### config.mk
export PLATFORM = sky130hd
export DESIGN_NAME = alpha_blend_pipe_flat
export DESIGN_NICKNAME = d
export VERILOG_FILES = /design/src/rtl/alpha_blend_pipe_if.sv /design/src/rtl/alpha_blend_pipe.sv /design/src/flat_wrapper.sv
export SDC_FILE = /design/constraint.sdc
export NUM_CORES = 2
export LEC_CHECK = 0
export ABC_AREA = 1
export ABC_CLOCK_PERIOD_IN_PS = 6000
export CAP_MARGIN = 20
export CORE_MARGIN = 2
export CORE_UTILIZATION = 57
export CTS_CLUSTER_SIZE = 8
export DETAILED_ROUTE_END_ITERATION = 8
export GPL_ROUTABILITY_DRIVEN = 0
export PLACE_DENSITY_LB_ADDON = 0.08
export SLEW_MARGIN = 25
export SYNTH_ARGS = -nofsm -noshare
export SYNTH_HDL_FRONTEND = slang
export SYNTH_SLANG_ARGS = --single-unit
### constraint.sdc
create_clock -name clk -period 6 [get_ports clk]
set_clock_uncertainty 0.2 [all_clocks]
set_input_delay 0.9 -clock clk [delete_from_list [all_inputs] [get_ports clk]]
set_output_delay 0.9 -clock clk [all_outputs]
set_load 0.02 [all_outputs]
### src/rtl/alpha_blend_pipe_if.sv
`default_nettype none
// alpha_blend_pipe_if: pixel-stream, framebuffer and frame-marker signals of the blender.
// Revision: 1.0
interface alpha_blend_pipe_if #(
  parameter int DATA_W = 8,
  parameter int ADDR_W = 19
);
  logic              pixel_ready;
  logic [ADDR_W-1:0] pixel_number;
  logic [DATA_W-1:0] r, g, b, a;
  logic [1:0]        mode;
  logic              in_full;
  logic              overflow;
  logic              read;
  logic [ADDR_W-1:0] read_addr;
  logic [DATA_W-1:0] read_r, read_g, read_b;
  logic              write;
  logic [ADDR_W-1:0] write_addr;
  logic [DATA_W-1:0] write_r, write_g, write_b;
  logic              frame_ready;
  logic              o_frame_ready;

  modport slave (
    input  pixel_ready, pixel_number, r, g, b, a, mode,
    input  read_r, read_g, read_b, frame_ready,
    output in_full, overflow, read, read_addr,
    output write, write_addr, write_r, write_g, write_b, o_frame_ready
  );

  modport master (
    output pixel_ready, pixel_number, r, g, b, a, mode,
    output read_r, read_g, read_b, frame_ready,
    input  in_full, overflow, read, read_addr,
    input  write, write_addr, write_r, write_g, write_b, o_frame_ready
  );
endinterface
`default_nettype wire

### src/rtl/alpha_blend_pipe.sv
`default_nettype none
// alpha_blend_pipe: queued read-modify-write pixel blender (alpha/additive/replace/multiply).
// Revision: 1.0
module alpha_blend_pipe #(
  parameter int DATA_W     = 8,
  parameter int ADDR_W     = 19,
  parameter int FIFO_DEPTH = 4,
  parameter int READ_LAT   = 2
) (
  input  logic              clk,
  input  logic              reset,
  alpha_blend_pipe_if.slave bus
);

  if ((FIFO_DEPTH < 2) || ((FIFO_DEPTH & (FIFO_DEPTH - 1)) != 0)) begin : g_bad_depth
    $error("FIFO_DEPTH must be a power of 2 and at least 2");
  end
  if (READ_LAT < 1) begin : g_bad_lat
    $error("READ_LAT must be at least 1");
  end

  localparam int PTR_W = $clog2(FIFO_DEPTH);
  localparam int CNT_W = PTR_W + 1;
  localparam int ENT_W = ADDR_W + 4 * DATA_W + 2;
  localparam int LAT_W = (READ_LAT > 1) ? $clog2(READ_LAT) : 1;
  localparam int IW    = 2 * DATA_W + 1;

  localparam logic [1:0] MODE_ALPHA   = 2'b00;
  localparam logic [1:0] MODE_ADD     = 2'b01;
  localparam logic [1:0] MODE_REPLACE = 2'b10;
  localparam logic [1:0] MODE_MUL     = 2'b11;

  typedef enum logic [2:0] {
    S_IDLE  = 3'd0,
    S_READ  = 3'd1,
    S_WAIT  = 3'd2,
    S_BLEND = 3'd3,
    S_WRITE = 3'd4
  } state_e;

  function automatic logic [DATA_W-1:0] blend_ch(
    input logic [DATA_W-1:0] s,
    input logic [DATA_W-1:0] d,
    input logic [DATA_W-1:0] al,
    input logic [1:0]        md
  );
    logic [IW-1:0] se, de, ae, mx, res;
    se  = IW'(s);
    de  = IW'(d);
    ae  = IW'(al);
    mx  = IW'({DATA_W{1'b1}});
    res = se;
    case (md)
      MODE_ALPHA: res = (se * ae + de * (mx - ae)) >> DATA_W;
      MODE_ADD: begin
        res = se + de;
        if (res > mx) res = mx;
      end
      MODE_MUL: res = (se * de) >> DATA_W;
      default:  res = se;
    endcase
    return res[DATA_W-1:0];
  endfunction

  logic [ENT_W-1:0]  mem_q [FIFO_DEPTH];
  logic [PTR_W-1:0]  wr_ptr_q, rd_ptr_q;
  logic [CNT_W-1:0]  count_q, count_d;
  logic              overflow_q, pending_q, pending_d;
  logic              push, pop, in_full, fifo_empty, frame_pulse;
  logic [ADDR_W-1:0] head_addr;
  logic [DATA_W-1:0] head_r, head_g, head_b, head_a;
  logic [1:0]        head_mode;

  state_e            state_q;
  logic [LAT_W-1:0]  wait_cnt_q;
  logic [ADDR_W-1:0] addr_q;
  logic [DATA_W-1:0] src_r_q, src_g_q, src_b_q, src_a_q;
  logic [DATA_W-1:0] dst_r_q, dst_g_q, dst_b_q;
  logic [1:0]        mode_q;
  logic              read_q, write_q;
  logic [ADDR_W-1:0] read_addr_q, write_addr_q;
  logic [DATA_W-1:0] write_r_q, write_g_q, write_b_q;

  assign in_full    = (count_q == CNT_W'(FIFO_DEPTH));
  assign fifo_empty = (count_q == '0);
  // Fullness is judged before this cycle's pop, so a full queue never accepts.
  assign push       = bus.pixel_ready && !in_full;
  assign pop        = (state_q == S_IDLE) && !fifo_empty;
  assign {head_addr, head_r, head_g, head_b, head_a, head_mode} = mem_q[rd_ptr_q];

  assign frame_pulse = pending_q && fifo_empty && (state_q == S_IDLE) && !push;
  assign pending_d   = frame_pulse ? 1'b0 : (pending_q | bus.frame_ready);

  always_comb begin
    count_d = count_q;
    if (push && !pop)      count_d = count_q + 1'b1;
    else if (pop && !push) count_d = count_q - 1'b1;
  end

  always_ff @(posedge clk) begin
    if (push) mem_q[wr_ptr_q] <= {bus.pixel_number, bus.r, bus.g, bus.b, bus.a, bus.mode};
  end

  always_ff @(posedge clk or negedge reset) begin
    if (!reset) begin
      wr_ptr_q   <= '0;
      rd_ptr_q   <= '0;
      count_q    <= '0;
      overflow_q <= 1'b0;
      pending_q  <= 1'b0;
    end else begin
      if (push) wr_ptr_q <= wr_ptr_q + 1'b1;
      if (pop)  rd_ptr_q <= rd_ptr_q + 1'b1;
      count_q   <= count_d;
      if (bus.pixel_ready && in_full) overflow_q <= 1'b1;
      pending_q <= pending_d;
    end
  end

  always_ff @(posedge clk or negedge reset) begin
    if (!reset) begin
      state_q      <= S_IDLE;
      wait_cnt_q   <= '0;
      addr_q       <= '0;
      src_r_q      <= '0;
      src_g_q      <= '0;
      src_b_q      <= '0;
      src_a_q      <= '0;
      dst_r_q      <= '0;
      dst_g_q      <= '0;
      dst_b_q      <= '0;
      mode_q       <= MODE_ALPHA;
      read_q       <= 1'b0;
      write_q      <= 1'b0;
      read_addr_q  <= '0;
      write_addr_q <= '0;
      write_r_q    <= '0;
      write_g_q    <= '0;
      write_b_q    <= '0;
    end else begin
      read_q  <= 1'b0;
      write_q <= 1'b0;
      case (state_q)
        S_IDLE: begin
          if (pop) begin
            addr_q  <= head_addr;
            src_r_q <= head_r;
            src_g_q <= head_g;
            src_b_q <= head_b;
            src_a_q <= head_a;
            mode_q  <= head_mode;
            if (head_mode == MODE_REPLACE) begin
              state_q <= S_BLEND;
            end else begin
              state_q     <= S_READ;
              read_q      <= 1'b1;
              read_addr_q <= head_addr;
            end
          end
        end
        S_READ: begin
          wait_cnt_q <= '0;
          state_q    <= S_WAIT;
        end
        // Destination data is valid in the last of the READ_LAT wait cycles.
        S_WAIT: begin
          if (wait_cnt_q == LAT_W'(READ_LAT - 1)) begin
            dst_r_q <= bus.read_r;
            dst_g_q <= bus.read_g;
            dst_b_q <= bus.read_b;
            state_q <= S_BLEND;
          end else begin
            wait_cnt_q <= wait_cnt_q + 1'b1;
          end
        end
        S_BLEND: begin
          write_r_q    <= blend_ch(src_r_q, dst_r_q, src_a_q, mode_q);
          write_g_q    <= blend_ch(src_g_q, dst_g_q, src_a_q, mode_q);
          write_b_q    <= blend_ch(src_b_q, dst_b_q, src_a_q, mode_q);
          write_addr_q <= addr_q;
          write_q      <= 1'b1;
          state_q      <= S_WRITE;
        end
        S_WRITE: state_q <= S_IDLE;
        default: state_q <= S_IDLE;
      endcase
    end
  end

  assign bus.in_full       = in_full;
  assign bus.overflow      = overflow_q;
  assign bus.read          = read_q;
  assign bus.read_addr     = read_addr_q;
  assign bus.write         = write_q;
  assign bus.write_addr    = write_addr_q;
  assign bus.write_r       = write_r_q;
  assign bus.write_g       = write_g_q;
  assign bus.write_b       = write_b_q;
  assign bus.o_frame_ready = frame_pulse;

endmodule
`default_nettype wire

### src/flat_wrapper.sv
// flat-port wrapper written by rule: the top's interface ports become plain ports
module alpha_blend_pipe_flat 
#(
  parameter int DATA_W     = 8,
  parameter int ADDR_W     = 19,
  parameter int FIFO_DEPTH = 4,
  parameter int READ_LAT   = 2
)
  (clk, reset, bus_pixel_ready, bus_pixel_number, bus_r, bus_g, bus_b, bus_a, bus_mode, bus_read_r, bus_read_g, bus_read_b, bus_frame_ready, bus_in_full, bus_overflow, bus_read, bus_read_addr, bus_write, bus_write_addr, bus_write_r, bus_write_g, bus_write_b, bus_o_frame_ready);
  alpha_blend_pipe_if #(.DATA_W(DATA_W), .ADDR_W(ADDR_W)) bus_i ();
  input  logic clk;
  input  logic reset;
  input wire logic [$bits(bus_i.pixel_ready)-1:0] bus_pixel_ready;
  input wire logic [$bits(bus_i.pixel_number)-1:0] bus_pixel_number;
  input wire logic [$bits(bus_i.r)-1:0] bus_r;
  input wire logic [$bits(bus_i.g)-1:0] bus_g;
  input wire logic [$bits(bus_i.b)-1:0] bus_b;
  input wire logic [$bits(bus_i.a)-1:0] bus_a;
  input wire logic [$bits(bus_i.mode)-1:0] bus_mode;
  input wire logic [$bits(bus_i.read_r)-1:0] bus_read_r;
  input wire logic [$bits(bus_i.read_g)-1:0] bus_read_g;
  input wire logic [$bits(bus_i.read_b)-1:0] bus_read_b;
  input wire logic [$bits(bus_i.frame_ready)-1:0] bus_frame_ready;
  output wire logic [$bits(bus_i.in_full)-1:0] bus_in_full;
  output wire logic [$bits(bus_i.overflow)-1:0] bus_overflow;
  output wire logic [$bits(bus_i.read)-1:0] bus_read;
  output wire logic [$bits(bus_i.read_addr)-1:0] bus_read_addr;
  output wire logic [$bits(bus_i.write)-1:0] bus_write;
  output wire logic [$bits(bus_i.write_addr)-1:0] bus_write_addr;
  output wire logic [$bits(bus_i.write_r)-1:0] bus_write_r;
  output wire logic [$bits(bus_i.write_g)-1:0] bus_write_g;
  output wire logic [$bits(bus_i.write_b)-1:0] bus_write_b;
  output wire logic [$bits(bus_i.o_frame_ready)-1:0] bus_o_frame_ready;
  assign bus_i.pixel_ready = bus_pixel_ready;
  assign bus_i.pixel_number = bus_pixel_number;
  assign bus_i.r = bus_r;
  assign bus_i.g = bus_g;
  assign bus_i.b = bus_b;
  assign bus_i.a = bus_a;
  assign bus_i.mode = bus_mode;
  assign bus_i.read_r = bus_read_r;
  assign bus_i.read_g = bus_read_g;
  assign bus_i.read_b = bus_read_b;
  assign bus_i.frame_ready = bus_frame_ready;
  assign bus_in_full = bus_i.in_full;
  assign bus_overflow = bus_i.overflow;
  assign bus_read = bus_i.read;
  assign bus_read_addr = bus_i.read_addr;
  assign bus_write = bus_i.write;
  assign bus_write_addr = bus_i.write_addr;
  assign bus_write_r = bus_i.write_r;
  assign bus_write_g = bus_i.write_g;
  assign bus_write_b = bus_i.write_b;
  assign bus_o_frame_ready = bus_i.o_frame_ready;
  alpha_blend_pipe #(.DATA_W(DATA_W), .ADDR_W(ADDR_W), .FIFO_DEPTH(FIFO_DEPTH), .READ_LAT(READ_LAT)) u_core (.clk(clk), .reset(reset), .bus(bus_i));
endmodule
# After elaboration in Yosys (flattened, before gate mapping)
# Memories as Yosys holds them, arrays and structs flattened.
# Cells that the tools add are included.
[totals]
mem_count = 1
rom_bits = 0
mem_bits_rw = 212
latchBits = 0
wordCells = 101
regBits = 154
in_bits = 81
[mem_list]
columns = ["name", "depth", "word_bits", "rd", "rd_clocked_by_memory_dff", "write_ports", "line", "source"]
rows = [
  ["u_core.mem_q", 4, 53, 1, 0, 1, "alpha_blend_pipe.sv:65", "logic [ENT_W-1:0] mem_q [FIFO_DEPTH];"],
]
[classes]
n_eq_ne = 9
n_reduce_logical = 21
n_lt_le_gt_ge = 3
shift = 0
n_addsub = 12
n_bitwise = 2
mux = 21
n_div = 0
n_mul = 9
[op_table]
columns = ["operator", "count"]
rows = [
  ["$mul 8x8->16", 6],
  ["$pmux 8 s3", 3],
  ["$mul 8x17->16", 3],
  ["$add 16x16->16", 3],
  ["$add 8x8->9", 3],
  ["$gt 9x8->1 const B", 3],
  ["$mux 8", 3],
  ["$mux 3", 4],
  ["$pmux 3 s4", 1],
  ["$sub 8x8->9 const A", 1],
  ["$logic_and 1x1->1", 8],
  ["$mux 1", 8],
  ["$eq 3x2->1 const B", 2],
  ["$logic_not 3->1", 2],
  ["$reduce_and 2->1", 3],
  ["$add 2x1->2 const B", 2],
  ["$eq 2x2->1 const B", 2],
  ["$logic_not 1->1", 4],
  ["$ne 2x1->1 const B", 2],
  ["$reduce_bool 2->1", 2],
  ["$add 3x1->3 const B", 1],
  ["$eq 3x1->1 const B", 1],
  ["$eq 3x3->1 const B", 1],
  ["$reduce_and 3->1", 1],
  ["other kinds (8)", 8],
]

# Logic depth before layout (Yosys ltp)
[logic_depth]
word_depth = 7
mapped_depth = 29
depth_no_buf = 27

# Worst setup path after synthesis
# No wires, ideal clock.
[synth_path]
path_type = "register to register"
startpoint = "reg u_core.src_a_q[1]"
endpoint = "reg u_core.write_r_q[2], in the netlist u_core.bus.write_r[2]"
synth_period_minus_slack_ns = 5.589
path_stages_with_launch = 24
required_time_ns = 5.684
arrival_ns = 5.273
slack_ns = 0.411
cell_sequence = "dfrtp_1 clkbuf_1 clkbuf_1 nand2_1 fa_1 fa_1 inv_1 fa_1 fa_1 fa_1 inv_1 fa_1 inv_1 ha_1 a21o_1 nand2_1 nand2_1 inv_1 nand2_1 or2_2 nand3_1 nand3_1 nand2_1 nand2_1"
[synth_via]
elab_chain_cells = 4
word_cells_on_any_way = 5
cone_classes = "2 x add/sub; 2 x mul; 1 x mux"
[synth_lines]
columns = ["item", "line", "source"]
rows = [
  ["start: declaration", "alpha_blend_pipe.sv:77", "logic [DATA_W-1:0] src_r_q, src_g_q, src_b_q, src_a_q;"],
  ["start signal: assignment", "alpha_blend_pipe.sv:128", "src_a_q <= '0;"],
  ["start signal: assignment", "alpha_blend_pipe.sv:150", "src_a_q <= head_a;"],
  ["$sub 8x8->9", "alpha_blend_pipe.sv:54", "MODE_ALPHA: res = (se * ae + de * (mx - ae)) >> DATA_W;"],
  ["$mul 8x17->16", "alpha_blend_pipe.sv:54", ""],
  ["$add 16x16->16 (*)", "alpha_blend_pipe.sv:54", ""],
  ["$pmux 8 s3 (*)", "alpha_blend_pipe.sv:53", "case (md)"],
  ["end signal: assignment", "alpha_blend_pipe.sv:177", "write_r_q <= blend_ch(src_r_q, dst_r_q, src_a_q, mode_q);"],
  ["end: declaration", "alpha_blend_pipe.sv:82", "logic [DATA_W-1:0] write_r_q, write_g_q, write_b_q;"],
]
# Every way passes the cells marked *; elsewhere a longest branch is shown, timed or not.
# A chain may end at the register's enable or synchronous reset.

# Worst setup path after layout
[layout_path]
startpoint = "reg u_core.src_r_q[4]"
endpoint = "reg u_core.write_r_q[1], in the netlist u_core.bus.write_r[1]"
[layout_via]
elab_chain_cells = 4
word_cells_on_any_way = 7
cone_classes = "2 x add/sub; 2 x mul; 1 x order compare; 2 x mux"
[layout_lines]
columns = ["item", "line", "source"]
rows = [
  ["start: declaration", "alpha_blend_pipe.sv:77", ""],
  ["start signal: assignment", "alpha_blend_pipe.sv:147", "src_r_q <= head_r;"],
  ["parallel branches: the longest is 3 deep, another holds $mul 8x8->16", "n/a", ""],
  ["$pmux 8 s3 (*)", "alpha_blend_pipe.sv:53", ""],
]
# Mark *: on every way between the ends.

==> key figures <==
Floorplan
  – Row count: 90
  – Die Area: approximately 0.063 mm²
  – Chip Width: between 200 and 300 µm
  – Die Span Y: between 200 and 300 µm
  – Core area: between 0.06 and 0.07 mm²
  – IO Count: between 100 and 150
  – Initial Util: 57.8%

Clocking
  – Inserted Clock Buffers: 53
  – CTS sink count: around 370
  – H-tree depth: 2
  – CTS clk-pin slew, worst paths: 0.06 ns
  – CTS max path bufs: 3
  – Insertion delay to the later sink of the worst-skew pair: between 0.6 and 0.7 ns
  – CTS tree: built
  – CTS root buf: clkbuf_16

Global routing
  – Initial antenna violation count: 4
  – Global-route usage over all layers: 30.2%
  – Number of global-route vias before repair: between 20k and 30k
  – Pin count of the biggest net entering global routing: between 150 and 200
  – First-pass GRT wire length: 149,000 µm
  – Total grt overflow: 0

Finish
  – Final instance area: between 0.03 and 0.04 mm²
  – Post-layout util: 65.0%
  – Commonest non-fill, non-tap cell in the layout: inv_1
  – Diodes inserted: 0
  – Most frequent cells in the layout: 961 x inv_1, 881 x nand2_1, 439 x nor2_1, 394 x fa_1, 308 x ha_1
  – Net count, final: 5,118
  – Share of layout cells above drive strength 1: about 4.8%
  – Synthesis-to-layout area growth: 12.4%

Routing
  – Drt wl/cell: roughly 18 µm
  – Avg Vias per Cell: around 5.3
  – Via count: 27.3k
  – Router iterations before antenna repair: 5
  – Final WL: 91,800 µm
  – Post-route ant nets: 0
  – Initial DRC count: between 2k and 2.5k
  – # DRC: 0

STA
  – Hold_ws: 0.235 ns
  – Final Cycle Share: between 90% and 100%
  – Final count of pins violating max slew: 0
  – Least-Margin Pin Slew: about 0.97 ns
  – Total negative setup slack: 0 ns
  – Setup violators final: 0
  – F_max: roughly 170 MHz
  – Final-report hold violation count: 0
  – Slew headroom: between 30% and 40%
  – RSZ-0062 raised after global routing: no
  – Tmin final: between 5 and 6 ns

Logic synthesis
  – Seq cells post-synth: 366
  – Yosys cell types: 42
  – Prevailing post-synth register cell: edfxtp_1
  – Syn Area/Cell: roughly 8.3 µm²
  – Syn_nets: between 4k and 5k
  – Post-synth ARST share: a little over two fifths
  – Seq/Total Area, Yosys: a little under 30%
  – Syn Inst Count: roughly 4.2k
  – Number of synthesized flops with an enable pin: approximately 210
  – Ys Warns: 0
  – Area of the mapped netlist: 0.0350 mm²

Setup path
  – Setup CP Type: register to register
  – Critical path arrival: approximately 6.0 ns
  – WP data required: roughly 6.3 ns
  – Crit Path Max Fanout: 9
  – CP endpoint kind: register
  – Crit path launch type: register

Run status
  – Outcome: finished clean

Placement
  – DP HPWL: 69,000 µm
  – Placed cell area: roughly 0.038 mm²
  – Port bufs: about 150

Hold path
  – HP Class: input pin to async pin

Flow run
  – Max-Cap Viols: 0
synthesized netlist by cell type (46+ instances only):
master,number,area (µm²)
o21ai_1,46,230
dfrtp_1,154,3850
edfxtp_1,212,6370
inv_1,961,3610
nor2_1,446,1670
nand2_1,882,3310
fa_1,394,7890
clkbuf_1,134,503
a21oi_1,103,515
ha_1,308,3850
nand3_1,131,656
o21ai_0,183,916
cell type report:
cell class / instances / area (µm²)
Fill cell: 5198 / 21200
Multi-Input combinational cell: 2688 / 20500
Sequential cell: 366 / 10200
Inverter: 969 / 3640
Timing Repair Buffer: 257 / 2400
Clock buffer: 92 / 1500
Tap cell: 782 / 978
Clock inverter: 5 / 83.8
path summary, 6_finish.rpt:
kind                                            startpoint                                 to  slack (ns)  cells past startpoint
min in group clk           u_core.bus.overflow$_DFFE_PN0P_    u_core.bus.overflow$_DFFE_PN0P_        0.26                      1
setup / recovery             u_core.src_r_q[4]$_DFFE_PN0P_  u_core.bus.write_r[1]$_DFFE_PN0P_        0.27                     18
setup reg to reg             u_core.src_r_q[4]$_DFFE_PN0P_  u_core.bus.write_r[1]$_DFFE_PN0P_        0.27                     18
hold reg to reg            u_core.bus.overflow$_DFFE_PN0P_    u_core.bus.overflow$_DFFE_PN0P_        0.26                      1
max in group asynchronous                            reset      u_core.src_a_q[4]$_DFFE_PN0P_        4.54                      2
hold / removal                                       reset  u_core.bus.write_b[0]$_DFFE_PN0P_        0.24                      2
stage by stage:
| stage | worst slack [ns] | instances |
|---|---|---|
| after detailed placement | 0.267 | 5054 |
| after global routing | 0.00716 | 5159 |
| after floorplan | 0.411 | 4202 |
| final | 0.270 | 5159 |
| after CTS | 0.238 | 5151 |
| after global placement | 0.282 | 5054 |
worst max-delay path, cell delays in order (launching register included):
cell	delay, ns
dfrtp_1	0.70
nand2_1	0.15
fa_1	0.51
fa_1	0.53
fa_1	0.51
inv_1	0.05
fa_1	0.56
fa_1	0.44
fa_1	0.46
ha_1	0.36
nand2_1	0.07
o21ai_1	0.33
nand2_1	0.11
nand2_1	0.09
a21boi_0	0.07
o21ai_0	0.16
nand4_1	0.14
nand2_1	0.11
nand2_1	0.06
sequential cells by signal, summed over array words and instances, names as in the netlist, 8 cells and up:
signal / count
u_core.bus.write_addr: 19
u_core.dst_g_q: 8
u_core.src_r_q: 8
u_core.bus.read_addr: 19
u_core.src_g_q: 8
u_core.bus.write_r: 8
u_core.src_a_q: 8
u_core.bus.write_b: 8
u_core.dst_b_q: 8
u_core.dst_r_q: 8
u_core.bus.write_g: 8
u_core.mem_q: 212
u_core.src_b_q: 8
u_core.addr_q: 19
repair_timing:
item	4_1_cts	5_1_grt
resized for setup	0	7
setup buffers	0	6
endpoints found under the setup margin	0	10
hold buffers	0	0
hold endpoints to repair	0	0
per-layer routing:
metal	GRT usage [%]	part of all wire [%]	vias up
li1	-	-	13061
met1	43.1	44	13213
met2	49.0	46	875
met3	4.31	7.1	153
met4	7.79	2.4	6
met5	0	0.041	-
kinds of logic after synthesis:
group / after synthesis / share of synthesized area, %
flops: 366 / 29.2
buf+inv: 1148 / 12.5
xor+xnor: 26 / 0.651
compound gates: 414 / 6.35
fa+ha+maj: 702 / 33.6
mux: 1 / 0.0322
simple gates: 1545 / 17.7
Power is not shown: default switching activity piles up to over one toggle a cycle in this logic, so the estimate is an artifact.
